==> config.mk <==
export PLATFORM = sky130hd
export DESIGN_NAME = dds_gen
export DESIGN_NICKNAME = d
export VERILOG_FILES = /design/src/rtl/dds_pkg.sv /design/src/rtl/dds_sin_lut.sv /design/src/rtl/dds_gen.sv
export SDC_FILE = /design/constraint.sdc
export NUM_CORES = 1
export LEC_CHECK = 0
export BUFFER_PORTS_ARGS = -buffer_cell sky130_fd_sc_hd__buf_2
export CORE_AREA = 2 2 161 179
export CTS_CLUSTER_DIAMETER = 50
export DETAILED_ROUTE_END_ITERATION = 8
export DIE_AREA = 0 0 163 181
export GPL_TIMING_DRIVEN = 0
export PLACE_DENSITY = 0.59
export SLEW_MARGIN = 20
export SYNTH_ARGS = -nofsm -noshare
export SYNTH_HDL_FRONTEND = slang
export SYNTH_SLANG_ARGS = --single-unit
export TNS_END_PERCENT = 1
==> constraint.sdc <==
create_clock -name s_clk -period 3.4 [get_ports s_clk]
set_input_delay 0.51 -clock s_clk [delete_from_list [all_inputs] [get_ports s_clk]]
set_output_delay 0.51 -clock s_clk [all_outputs]
set_load 0.05 [all_outputs]
==> src/rtl/dds_pkg.sv <==
// dds_pkg: wave-select codes shared by the DDS and a constant function that
// builds the quarter-wave sine table at elaboration time.
package dds_pkg;

  typedef enum logic [1:0] {
    WAVE_SIN = 2'd0,
    WAVE_SQR = 2'd1,
    WAVE_TRI = 2'd2,
    WAVE_SAW = 2'd3
  } wave_e;

  // pi in Q30 fixed point; the table is built with 64-bit integer arithmetic
  // so that elaboration does not depend on real-number math support.
  localparam longint PI_FX = 64'sd3373259426;
  localparam int     FX_SH = 32'sd30;

  // Entry k of the quarter-wave table:
  // round((2^(data_w-1)-1) * sin(pi/2 * (k+0.5) / 2^(addr_w-2))).
  // The half-step offset keeps the table symmetric so that mirroring the
  // index in quadrants 1 and 3 reproduces the wave without a repeated point.
  function automatic int dds_lut_entry(input int k, input int addr_w, input int data_w);
    longint q_len;
    longint x;
    longint x2;
    longint term;
    longint sum;
    longint amp;
    q_len = 64'sd1 <<< (addr_w - 32'sd2);
    // angle = pi * (2k+1) / (4Q), in Q30
    x     = (PI_FX * longint'(32'sd2 * k + 32'sd1)) / (64'sd4 * q_len);
    x2    = (x * x) >>> FX_SH;
    term  = x;
    sum   = x;
    // Taylor series; nine terms are far below one LSB of error for x <= pi/2
    for (int n = 1; n <= 9; n++) begin
      term = -(((term * x2) >>> FX_SH) / longint'((32'sd2 * n) * (32'sd2 * n + 32'sd1)));
      sum  = sum + term;
    end
    amp = (64'sd1 <<< (data_w - 32'sd1)) - 64'sd1;
    return int'((amp * sum + (64'sd1 <<< (FX_SH - 32'sd1))) >>> FX_SH);
  endfunction

endpackage

==> src/rtl/dds_sin_lut.sv <==
// dds_sin_lut: quarter-wave sine ROM, one-cycle registered read, no reset on
// the table or its read register.
module dds_sin_lut
  import dds_pkg::*;
#(
  parameter int ADDR_W = 10,
  parameter int DATA_W = 8
) (
  input  logic              s_clk,
  input  logic [ADDR_W-3:0] i_addr,
  output logic [DATA_W-2:0] o_data
);

  localparam int DEPTH = 32'd1 << (ADDR_W - 2);

  logic [DATA_W-2:0] w_rom [DEPTH];
  logic [DATA_W-2:0] r_data;

  // Table contents are elaboration-time constants.
  for (genvar k = 0; k < DEPTH; k++) begin : g_rom
    localparam int ENTRY = dds_lut_entry(k, ADDR_W, DATA_W);
    assign w_rom[k] = ENTRY[DATA_W-2:0];
  end

  // Synchronous read port.
  always_ff @(posedge s_clk) begin
    r_data <= w_rom[i_addr];
  end

  assign o_data = r_data;

endmodule

==> src/rtl/dds_gen.sv <==
// dds_gen: direct-digital synthesiser. Phase accumulator with programmable
// tuning word, phase offset and four waveforms, three-stage output pipeline.
module dds_gen
  import dds_pkg::*;
#(
  parameter int               ACC_W    = 32,
  parameter int               ADDR_W   = 10,
  parameter int               DATA_W   = 8,
  parameter int               UPD_MODE = 1,
  parameter logic [ACC_W-1:0] RST_FTW  = {ACC_W{1'b0}}
) (
  input  logic              s_clk,
  input  logic              s_rst_n,
  input  logic              en,
  input  logic              phase_clr,
  input  logic              cfg_vld,
  output logic              cfg_rdy,
  input  logic [ACC_W-1:0]  cfg_ftw,
  input  logic [ADDR_W-1:0] cfg_pofs,
  input  logic [1:0]        cfg_wave,
  output logic [DATA_W-1:0] wave_data,
  output logic              wave_vld,
  output logic              wrap
);

  // Config is applied at the accumulator wrap (phase-continuous) instead of
  // on the cycle after acceptance.
  localparam bit MODE_WRAP = (UPD_MODE != 0);

  // ---------------- accumulator and configuration state ----------------
  logic [ACC_W-1:0]  r_acc;
  logic              r_cry;      // the current r_acc was produced by an overflow
  logic [ACC_W-1:0]  r_ftw;
  logic [ADDR_W-1:0] r_pofs;
  wave_e             r_wave;
  logic [ACC_W-1:0]  r_sh_ftw;
  logic [ADDR_W-1:0] r_sh_pofs;
  wave_e             r_sh_wave;
  logic              r_pend;

  logic [ACC_W:0]    w_sum;
  logic              w_carry;
  logic              w_rdy;
  logic              w_accept;
  logic              w_load;

  // Next-phase sum, handshake and the condition that moves shadow to active.
  always_comb begin
    w_sum    = {1'b0, r_acc} + {1'b0, r_ftw};
    w_carry  = w_sum[ACC_W];
    w_rdy    = MODE_WRAP ? ~r_pend : 1'b1;
    w_accept = cfg_vld & w_rdy;
    if (MODE_WRAP) begin
      w_load = r_pend & (phase_clr | (en & w_carry));
    end else begin
      w_load = r_pend;
    end
  end

  // Phase accumulator; phase_clr wins over en and suppresses the carry.
  always_ff @(posedge s_clk or negedge s_rst_n) begin
    if (!s_rst_n) begin
      r_acc <= {ACC_W{1'b0}};
      r_cry <= 1'b0;
    end else if (phase_clr) begin
      r_acc <= {ACC_W{1'b0}};
      r_cry <= 1'b0;
    end else if (en) begin
      r_acc <= w_sum[ACC_W-1:0];
      r_cry <= w_carry;
    end else begin
      r_acc <= r_acc;
      r_cry <= r_cry;
    end
  end

  // Shadow registers capture an accepted configuration.
  always_ff @(posedge s_clk or negedge s_rst_n) begin
    if (!s_rst_n) begin
      r_sh_ftw  <= RST_FTW;
      r_sh_pofs <= {ADDR_W{1'b0}};
      r_sh_wave <= WAVE_SIN;
    end else if (w_accept) begin
      r_sh_ftw  <= cfg_ftw;
      r_sh_pofs <= cfg_pofs;
      r_sh_wave <= wave_e'(cfg_wave);
    end else begin
      r_sh_ftw  <= r_sh_ftw;
      r_sh_pofs <= r_sh_pofs;
      r_sh_wave <= r_sh_wave;
    end
  end

  // Active registers; the accumulator addition on a load edge still uses the
  // old tuning word because w_sum is formed from r_ftw before this update.
  always_ff @(posedge s_clk or negedge s_rst_n) begin
    if (!s_rst_n) begin
      r_ftw  <= RST_FTW;
      r_pofs <= {ADDR_W{1'b0}};
      r_wave <= WAVE_SIN;
    end else if (w_load) begin
      r_ftw  <= r_sh_ftw;
      r_pofs <= r_sh_pofs;
      r_wave <= r_sh_wave;
    end else begin
      r_ftw  <= r_ftw;
      r_pofs <= r_pofs;
      r_wave <= r_wave;
    end
  end

  // Pending flag: set on acceptance, cleared when the shadow is applied. In
  // the immediate mode a new acceptance on the load edge keeps it set.
  always_ff @(posedge s_clk or negedge s_rst_n) begin
    if (!s_rst_n) begin
      r_pend <= 1'b0;
    end else if (w_accept) begin
      r_pend <= 1'b1;
    end else if (w_load) begin
      r_pend <= 1'b0;
    end else begin
      r_pend <= r_pend;
    end
  end

  // ---------------- S1: phase, quadrant and table index ----------------
  logic [ADDR_W-1:0] w_p;
  logic [ADDR_W-3:0] w_idx;

  logic [ADDR_W-1:0] r1_p;
  logic [ADDR_W-3:0] r1_idx;
  wave_e             r1_wave;
  logic              r1_vld;
  logic              r1_wrap;

  // Odd quadrants run the quarter table backwards; Q-1-x equals ~x here.
  always_comb begin
    w_p = r_acc[ACC_W-1 -: ADDR_W] + r_pofs;
    if (w_p[ADDR_W-2]) begin
      w_idx = ~w_p[ADDR_W-3:0];
    end else begin
      w_idx = w_p[ADDR_W-3:0];
    end
  end

  // Stage 1 register; the wrap flag rides with the first post-overflow sample.
  always_ff @(posedge s_clk or negedge s_rst_n) begin
    if (!s_rst_n) begin
      r1_p    <= {ADDR_W{1'b0}};
      r1_idx  <= {(ADDR_W-2){1'b0}};
      r1_wave <= WAVE_SIN;
      r1_vld  <= 1'b0;
      r1_wrap <= 1'b0;
    end else begin
      r1_p    <= w_p;
      r1_idx  <= w_idx;
      r1_wave <= r_wave;
      r1_vld  <= en;
      r1_wrap <= en & r_cry;
    end
  end

  // ---------------- S2: quarter-wave ROM read ----------------
  logic [DATA_W-2:0] w_m;

  logic [ADDR_W-1:0] r2_p;
  wave_e             r2_wave;
  logic              r2_vld;
  logic              r2_wrap;

  dds_sin_lut #(
    .ADDR_W (ADDR_W),
    .DATA_W (DATA_W)
  ) u_lut (
    .s_clk  (s_clk),
    .i_addr (r1_idx),
    .o_data (w_m)
  );

  // Stage 2 register, aligned with the ROM's read latency.
  always_ff @(posedge s_clk or negedge s_rst_n) begin
    if (!s_rst_n) begin
      r2_p    <= {ADDR_W{1'b0}};
      r2_wave <= WAVE_SIN;
      r2_vld  <= 1'b0;
      r2_wrap <= 1'b0;
    end else begin
      r2_p    <= r1_p;
      r2_wave <= r1_wave;
      r2_vld  <= r1_vld;
      r2_wrap <= r1_wrap;
    end
  end

  // ---------------- S3: waveform select ----------------
  logic [DATA_W-1:0] w_sel;
  logic [DATA_W-1:0] w_tri;
  logic              w_half;
  logic              w_unused_p;

  logic [DATA_W-1:0] r3_data;
  logic              r3_vld;
  logic              r3_wrap;

  // Output mux; sine is mid+m in the first half and mid-1-m in the second,
  // which in offset binary is just {1,m} and {0,~m}.
  always_comb begin
    w_half     = r2_p[ADDR_W-1];
    w_tri      = r2_p[ADDR_W-2 -: DATA_W];
    w_unused_p = ^r2_p;
    case (r2_wave)
      WAVE_SIN: w_sel = w_half ? {1'b0, ~w_m} : {1'b1, w_m};
      WAVE_SQR: w_sel = {DATA_W{~w_half}};
      WAVE_TRI: w_sel = w_half ? ~w_tri : w_tri;
      WAVE_SAW: w_sel = r2_p[ADDR_W-1 -: DATA_W];
      default:  w_sel = {DATA_W{1'b0}};
    endcase
  end

  // Output register; the sample holds while no valid sample arrives.
  always_ff @(posedge s_clk or negedge s_rst_n) begin
    if (!s_rst_n) begin
      r3_data <= {DATA_W{1'b0}};
      r3_vld  <= 1'b0;
      r3_wrap <= 1'b0;
    end else begin
      r3_data <= r2_vld ? w_sel : r3_data;
      r3_vld  <= r2_vld;
      r3_wrap <= r2_wrap;
    end
  end

  assign cfg_rdy   = w_rdy;
  assign wave_data = r3_data;
  assign wave_vld  = r3_vld;
  assign wrap      = r3_wrap;

endmodule

Word-level counts from Yosys, hierarchy flattened
Memories as Yosys holds them, arrays and structs flattened. A register that Yosys moved wholly into a read port is not among the register bits.
Cells that the tools add are included.
W data, S select, Z words.
{"block": "word_totals", "ff_bits": 168, "rom_bits": 1792, "in_bits": 49, "output_inout_bits": 11, "elab_cells": 51, "mem_count": 1}
{"block": "op_classes", "addsub": 2, "eq_ne": 3, "mux": 10, "bitwise": 11, "n_reduce_logical": 3}
{"memory": "(no name shown)", "words": 256, "word_bits": 7, "read_ports": 1, "rd_clocked_by_memory_dff": 1, "wr": 0, "line_no": "dds_sin_lut.sv:27", "rtl": "r_data <= w_rom[i_addr];"}
{"operator": "$mux W32", "count": 2}
{"operator": "$add A32 B32 Y33", "count": 1}
{"operator": "$pmux W8 S4", "count": 1}
{"operator": "$mux W8", "count": 3}
{"operator": "$not A8 Y8", "count": 2}
{"operator": "$add A10 B10 Y10", "count": 1}
{"operator": "$not A8 Y9", "count": 1}
{"operator": "$not A7 Y7", "count": 1}
{"operator": "$and A1 B1 Y1", "count": 4}
{"operator": "$eq A2 B2 Y1 const B", "count": 2}
{"operator": "$mux W1", "count": 4}
{"operator": "$reduce_bool A2 Y1", "count": 2}
{"operator": "$eq A2 B1 Y1 const B", "count": 1}
{"operator": "$logic_not A2 Y1", "count": 1}
{"operator": "$not A1 Y1", "count": 2}
{"operator": "$or A1 B1 Y1", "count": 1}

Depth between registers and ports, before layout
{"block": "logic_depth", "depth_word": 6, "depth_mapped": 11}

Modules after synthesis
Synthesis repeated with hierarchy kept, for this count alone.
{"block": "unflattened", "hier_cells": 996, "hier_area_um2": 10122.2}
{"mod": "dds_gen", "n_inst": 1, "cells_each": 790, "area_each_um2": 8670.8, "seq_area_each_um2": 4154.0}
{"mod": "dds_sin_lut", "n_inst": 1, "cells_each": 206, "area_each_um2": 1451.4, "seq_area_each_um2": 140.1}

Worst setup path after synthesis
OpenSTA, ideal clock, no wires.
{"block": "synth_timing", "path_type": "register to register", "startpoint": "register r_acc[0]", "endpoint": "register r_wave[0]", "arrival_time_ns": 2.680, "required_time_ns": 3.274, "setup_slack_ns": 0.594, "path_stages_with_launch": 12, "n_path_buf": 1, "synth_period_minus_slack_ns": 2.806, "cell_sequence": "dfrtp_1 > ha_1 > fa_1 > a211oi_2 > o21ai_2 > a31o_4 > a21oi_4 > o21ai_4 > a21oi_4 > o32ai_4 > buf_6 > a221o_1"}
{"block": "synth_between", "elab_chain_len": 4}
{"element": "start, declared", "line_no": "dds_gen.sv:31", "rtl": "logic [ACC_W-1:0] r_acc;"}
{"element": "start signal, assigned", "line_no": "dds_gen.sv:63", "rtl": "r_acc <= {ACC_W{1'b0}};"}
{"element": "start signal, assigned", "line_no": "dds_gen.sv:66", "rtl": "r_acc <= {ACC_W{1'b0}};"}
{"element": "start signal, assigned", "line_no": "dds_gen.sv:69", "rtl": "r_acc <= w_sum[ACC_W-1:0];"}
{"element": "$add A32 B32 Y33", "line_no": "dds_gen.sv:49", "rtl": "w_sum = {1'b0, r_acc} + {1'b0, r_ftw};"}
{"element": "$and A1 B1 Y1", "line_no": "dds_gen.sv:54", "rtl": "w_load = r_pend & (phase_clr | (en & w_carry));"}
{"element": "$or A1 B1 Y1", "line_no": "dds_gen.sv:54"}
{"element": "$and A1 B1 Y1", "line_no": "dds_gen.sv:54"}
{"element": "end signal, assigned", "line_no": "dds_gen.sv:104", "rtl": "r_wave <= r_sh_wave;"}
{"element": "end signal, assigned", "line_no": "dds_gen.sv:108", "rtl": "r_wave <= r_wave;"}
{"element": "end, declared", "line_no": "dds_gen.sv:35", "rtl": "wave_e r_wave;"}
Every way passes these cells.
A chain may end at the register's enable or synchronous reset.

Worst setup path after layout
{"block": "layout_timing", "startpoint": "register r_ftw[0]", "endpoint": "register r_ftw[30]"}
{"block": "layout_between", "elab_chain_len": 4}
{"element": "start, declared", "line_no": "dds_gen.sv:33", "rtl": "logic [ACC_W-1:0] r_ftw;"}
{"element": "start signal, assigned", "line_no": "dds_gen.sv:102", "rtl": "r_ftw <= r_sh_ftw;"}
{"element": "start signal, assigned", "line_no": "dds_gen.sv:106", "rtl": "r_ftw <= r_ftw;"}
{"element": "$add A32 B32 Y33", "line_no": "dds_gen.sv:49"}
{"element": "$and A1 B1 Y1", "line_no": "dds_gen.sv:54"}
{"element": "$or A1 B1 Y1", "line_no": "dds_gen.sv:54"}
{"element": "$and A1 B1 Y1", "line_no": "dds_gen.sv:54"}
Every way passes these cells.

==> flow_metrics.tcl <==
set metrics [dict create \
    netlist_area_mm2 0.00986 \
    core_area_mm2 0.0276 \
    drt_iter0_markers 494 \
    drtPass1Iterations 5 \
    grt_max_degree 99 \
    syn_area_per_cell_um2 10.1 \
    p_leak_nw 4.93 \
    synthesis.nets 1079 \
    area_growth_pct 14.5 \
    cts.sinks 173 \
    clock-root-buffer "clkbuf_16" \
    layout.nets 1160 \
    yosysSeqAreaShare_pct 43.5 \
    ctsHoldBuffers 0 \
    drcViolationCount 0 \
    ctsLongestPathBuffers 2 \
    max_freq_mhz 318 \
    cp.arrival_ns 3.44 \
    path_class "reg -> reg" \
    ys_ff_latch 173 \
    wl_per_cell_um 17.1 \
    place.gp.congestion 0.910 \
    power.density_mw_per_mm2 1210 \
    seqPwrFrac_pct 28.6 \
    numCtsBuffers 17 \
    port_buffers 59 \
    clk_latency_ns 0.43 \
    yosys.area.top_type_share_pct 42.1 \
    die_x_um 163 \
    grt_pass1_wl_um 39900 \
    ys_warn_count 0 \
    drive_gt1_share_pct 16.1 \
    p_comb_share_pct 57.0 \
    vias 7630 \
    totalPowerFinal_mw 13.6 \
    p_switching_mw 6.10 \
    fp-row-count 64 \
    end_kind "flip-flop" \
    ys_top_cells_by_area "dfrtp_1 (42%), ha_1 (6.3%), mux2_2 (6.1%), a221o_1 (4.5%), a21oi_1 (4.3%)" \
    netSwitchingFraction_pct 44.8 \
    h-tree-depth 4 \
    die_h_um 181 \
    globalRoute.totalOverflow 0 \
    postSynthCellCount 978 \
    grt_pass1_vias 7536 \
    antennaDiodeCount 0 \
    drv_slew 0 \
    antenna_found_initial 0 \
    fp.dieArea_mm2 0.0295 \
    clkSlewWorstSetupHoldPaths_ns 0.08 \
    instances_no_fill 1435 \
    cts_tree "done" \
    required_ns 3.70 \
    critPathLaunchType "flip-flop" \
    cp_max_fo 10 \
    finalHoldViolations 0 \
    synth.distinct_cells 66 \
    maxSlewHeadroom_pct 34.6 \
    dpl.cell_count 1401 \
    rrSetupSlack_ns 0.25 \
    skew_ns 0.0206 \
    dp_hpwl_um 17800 \
    placed_cell_area_mm2 0.0106 \
    final_antenna_net_count 0 \
    status "finished, final reports clean" \
    start_util_pct 35.7 \
    peakVddDrop_mv 0.537 \
    p_clk_share_pct 14.4 \
    rsz0062_at_grt "no" \
    hold_slack_ns 0.0500 \
    wirelength_um 24600 \
    reg2regPathDepth 11 \
    finalSetupViolations 0 \
    cap_violations 0 \
    hold_path_class "in -> async" \
    synth_top_area_cell "dfrtp_1" \
    ios 60 \
    fin_crit_ns 3.15 \
    fin_crit_sh_pct 92.6 \
    async_flop_share_pct 96.0 \
    synth_edf_count 0 \
    grt_use_total_pct 17.1 \
    worstMarginPinSlew_ns 0.974 \
    synth_ff_type "dfrtp_1" \
    stdcell_area_mm2 0.0113 \
    viasPerCell 5.32 \
    p_int_mw 7.52 \
]
registers in the layout, indices dropped and copies added, names as in the netlist:
register	cells
r_pend	1
u_lut.o_data	7
r1_wave	2
r2_vld	1
wave_data	8
wave_vld	1
r2_wrap	1
r_acc	32
wrap	1
r1_p	9
r_sh_ftw	32
r_sh_wave	2
r_sh_pofs	10
r1_vld	1
r2_wave	2
r_cry	1
r1_wrap	1
r_ftw	32
r2_p	9
r_pofs	10
r_wave	2
r1_idx	8
cell families (layout without fill, tap and decap cells):
kind of cell / after synthesis / after routing / share of synthesized area, %
and+or+nand+nor: 259 / 259 / 12.5
muxes: 79 / 79 / 8.94
AOI/OAI and AO/OA: 290 / 290 / 20.5
buffers and inverters: 82 / 176 / 3.82
DFF: 173 / 173 / 43.5
adders and majority gates: 52 / 52 / 6.75
xor gates and xnor gates: 43 / 43 / 3.89
metrics by stage:
| step | setup TNS [ns] | worst slack, ns | util [%] |
|---|---|---|---|
| global route | 0 | 0.0723 | 40.9 |
| global placement | -140.20 | -0.862 | 38.4 |
| finish | 0 | 0.253 | 40.9 |
| detailed placement | 0 | 0.148 | 38.5 |
| floorplan | 0 | 0.594 | - |
| CTS | 0 | 0.0880 | 40.7 |
path summary, 6_finish.rpt:
check / startpoint / end
min in group s_clk: en / r1_vld$_DFF_PN0_
max in group asynchronous: s_rst_n / r_sh_ftw[12]$_DFFE_PN0P_
setup / recovery: r_ftw[0]$_DFFE_PN0P_ / r_ftw[30]$_DFFE_PN0P_
hold / removal: s_rst_n / r_sh_wave[1]$_DFFE_PN0P_
hold reg to reg: r1_p[1]$_DFF_PN0_ / r2_p[1]$_DFF_PN0_
setup reg to reg: r_ftw[0]$_DFFE_PN0P_ / r_ftw[30]$_DFFE_PN0P_
layout by cell type, fill, tap and decap left out, types with 10 or more instances in the layout:
master	n
nand2_1	58
inv_1	19
o211ai_1	11
xor2_1	25
a21o_1	19
a221o_1	44
mux2_2	53
nor3_1	10
xnor2_1	17
a211oi_1	11
clkbuf_1	44
mux2i_1	24
ha_1	50
buf_2	59
and2_1	48
a21oi_1	84
o21ai_0	47
nor2_1	96
dfrtp_1	166
clkbuf_16	17
power by group through the flow:
stage                     clock network [mW]  logic [mW]  registers, mW
final                                   1.96        7.76           3.90
after global routing                    2.11        8.62           4.03
after CTS                               2.01        7.69           3.92
after detailed placement                   0        7.64           3.94
after global placement                     0        7.57           3.92
after floorplan                            0        5.95           3.80
metal layers:
| metal | wire [um] | share of wire [%] | GRT usage (%) |
|---|---|---|---|
| met2 | 12400 | 51 | 29.8 |
| met4 | 510 | 2.1 | 5.27 |
| met3 | 732 | 3.0 | 2.75 |
| met1 | 10900 | 44 | 21.6 |
| met5 | 0 | 0 | 0 |
critical path, cell delays in order, from the launching register on:
cell and delay [ns]:
dfrtp_1 0.41, ha_1 0.24, fa_1 0.44, a211oi_2 0.22
o21ai_2 0.12, a31o_4 0.28, a21oi_4 0.19, o21ai_4 0.11
a21oi_4 0.21, o32ai_4 0.22, buf_6 0.21, a221o_1 0.36
cell type report:
class,instances,area (um2)
Buffer,61,298
Inverter,21,78.8
Timing Repair Buffer,62,373
Clock buffer,19,443
Sequential cell,173,4290
Tap cell,363,454
Fill cell,2704,16300
Clock inverter,13,151
Multi-Input combinational cell,723,5200
Yosys cell counts (10+ instances only):
cell      number
a211oi_1      12
and2_1        48
a21o_1        19
xnor2_1       17
clkbuf_1      43
nand2_1       58
xor2_1        25
mux2i_1       24
nor2_1        96
a21oi_1       84
o211ai_1      11
inv_1         19
nor3_1        10
dfrtp_1      166
mux2_2        53
ha_1          50
o21ai_0       47
a221o_1       44
what timing repair did:
| item | in CTS | in global routing |
|---|---|---|
| gates resized for setup | 0 | 1 |
| buffers inserted | 0 | 2 |
| endpoints found under the setup margin | 0 | 41 |
Note: power is estimated with default switching activity, not from simulation.
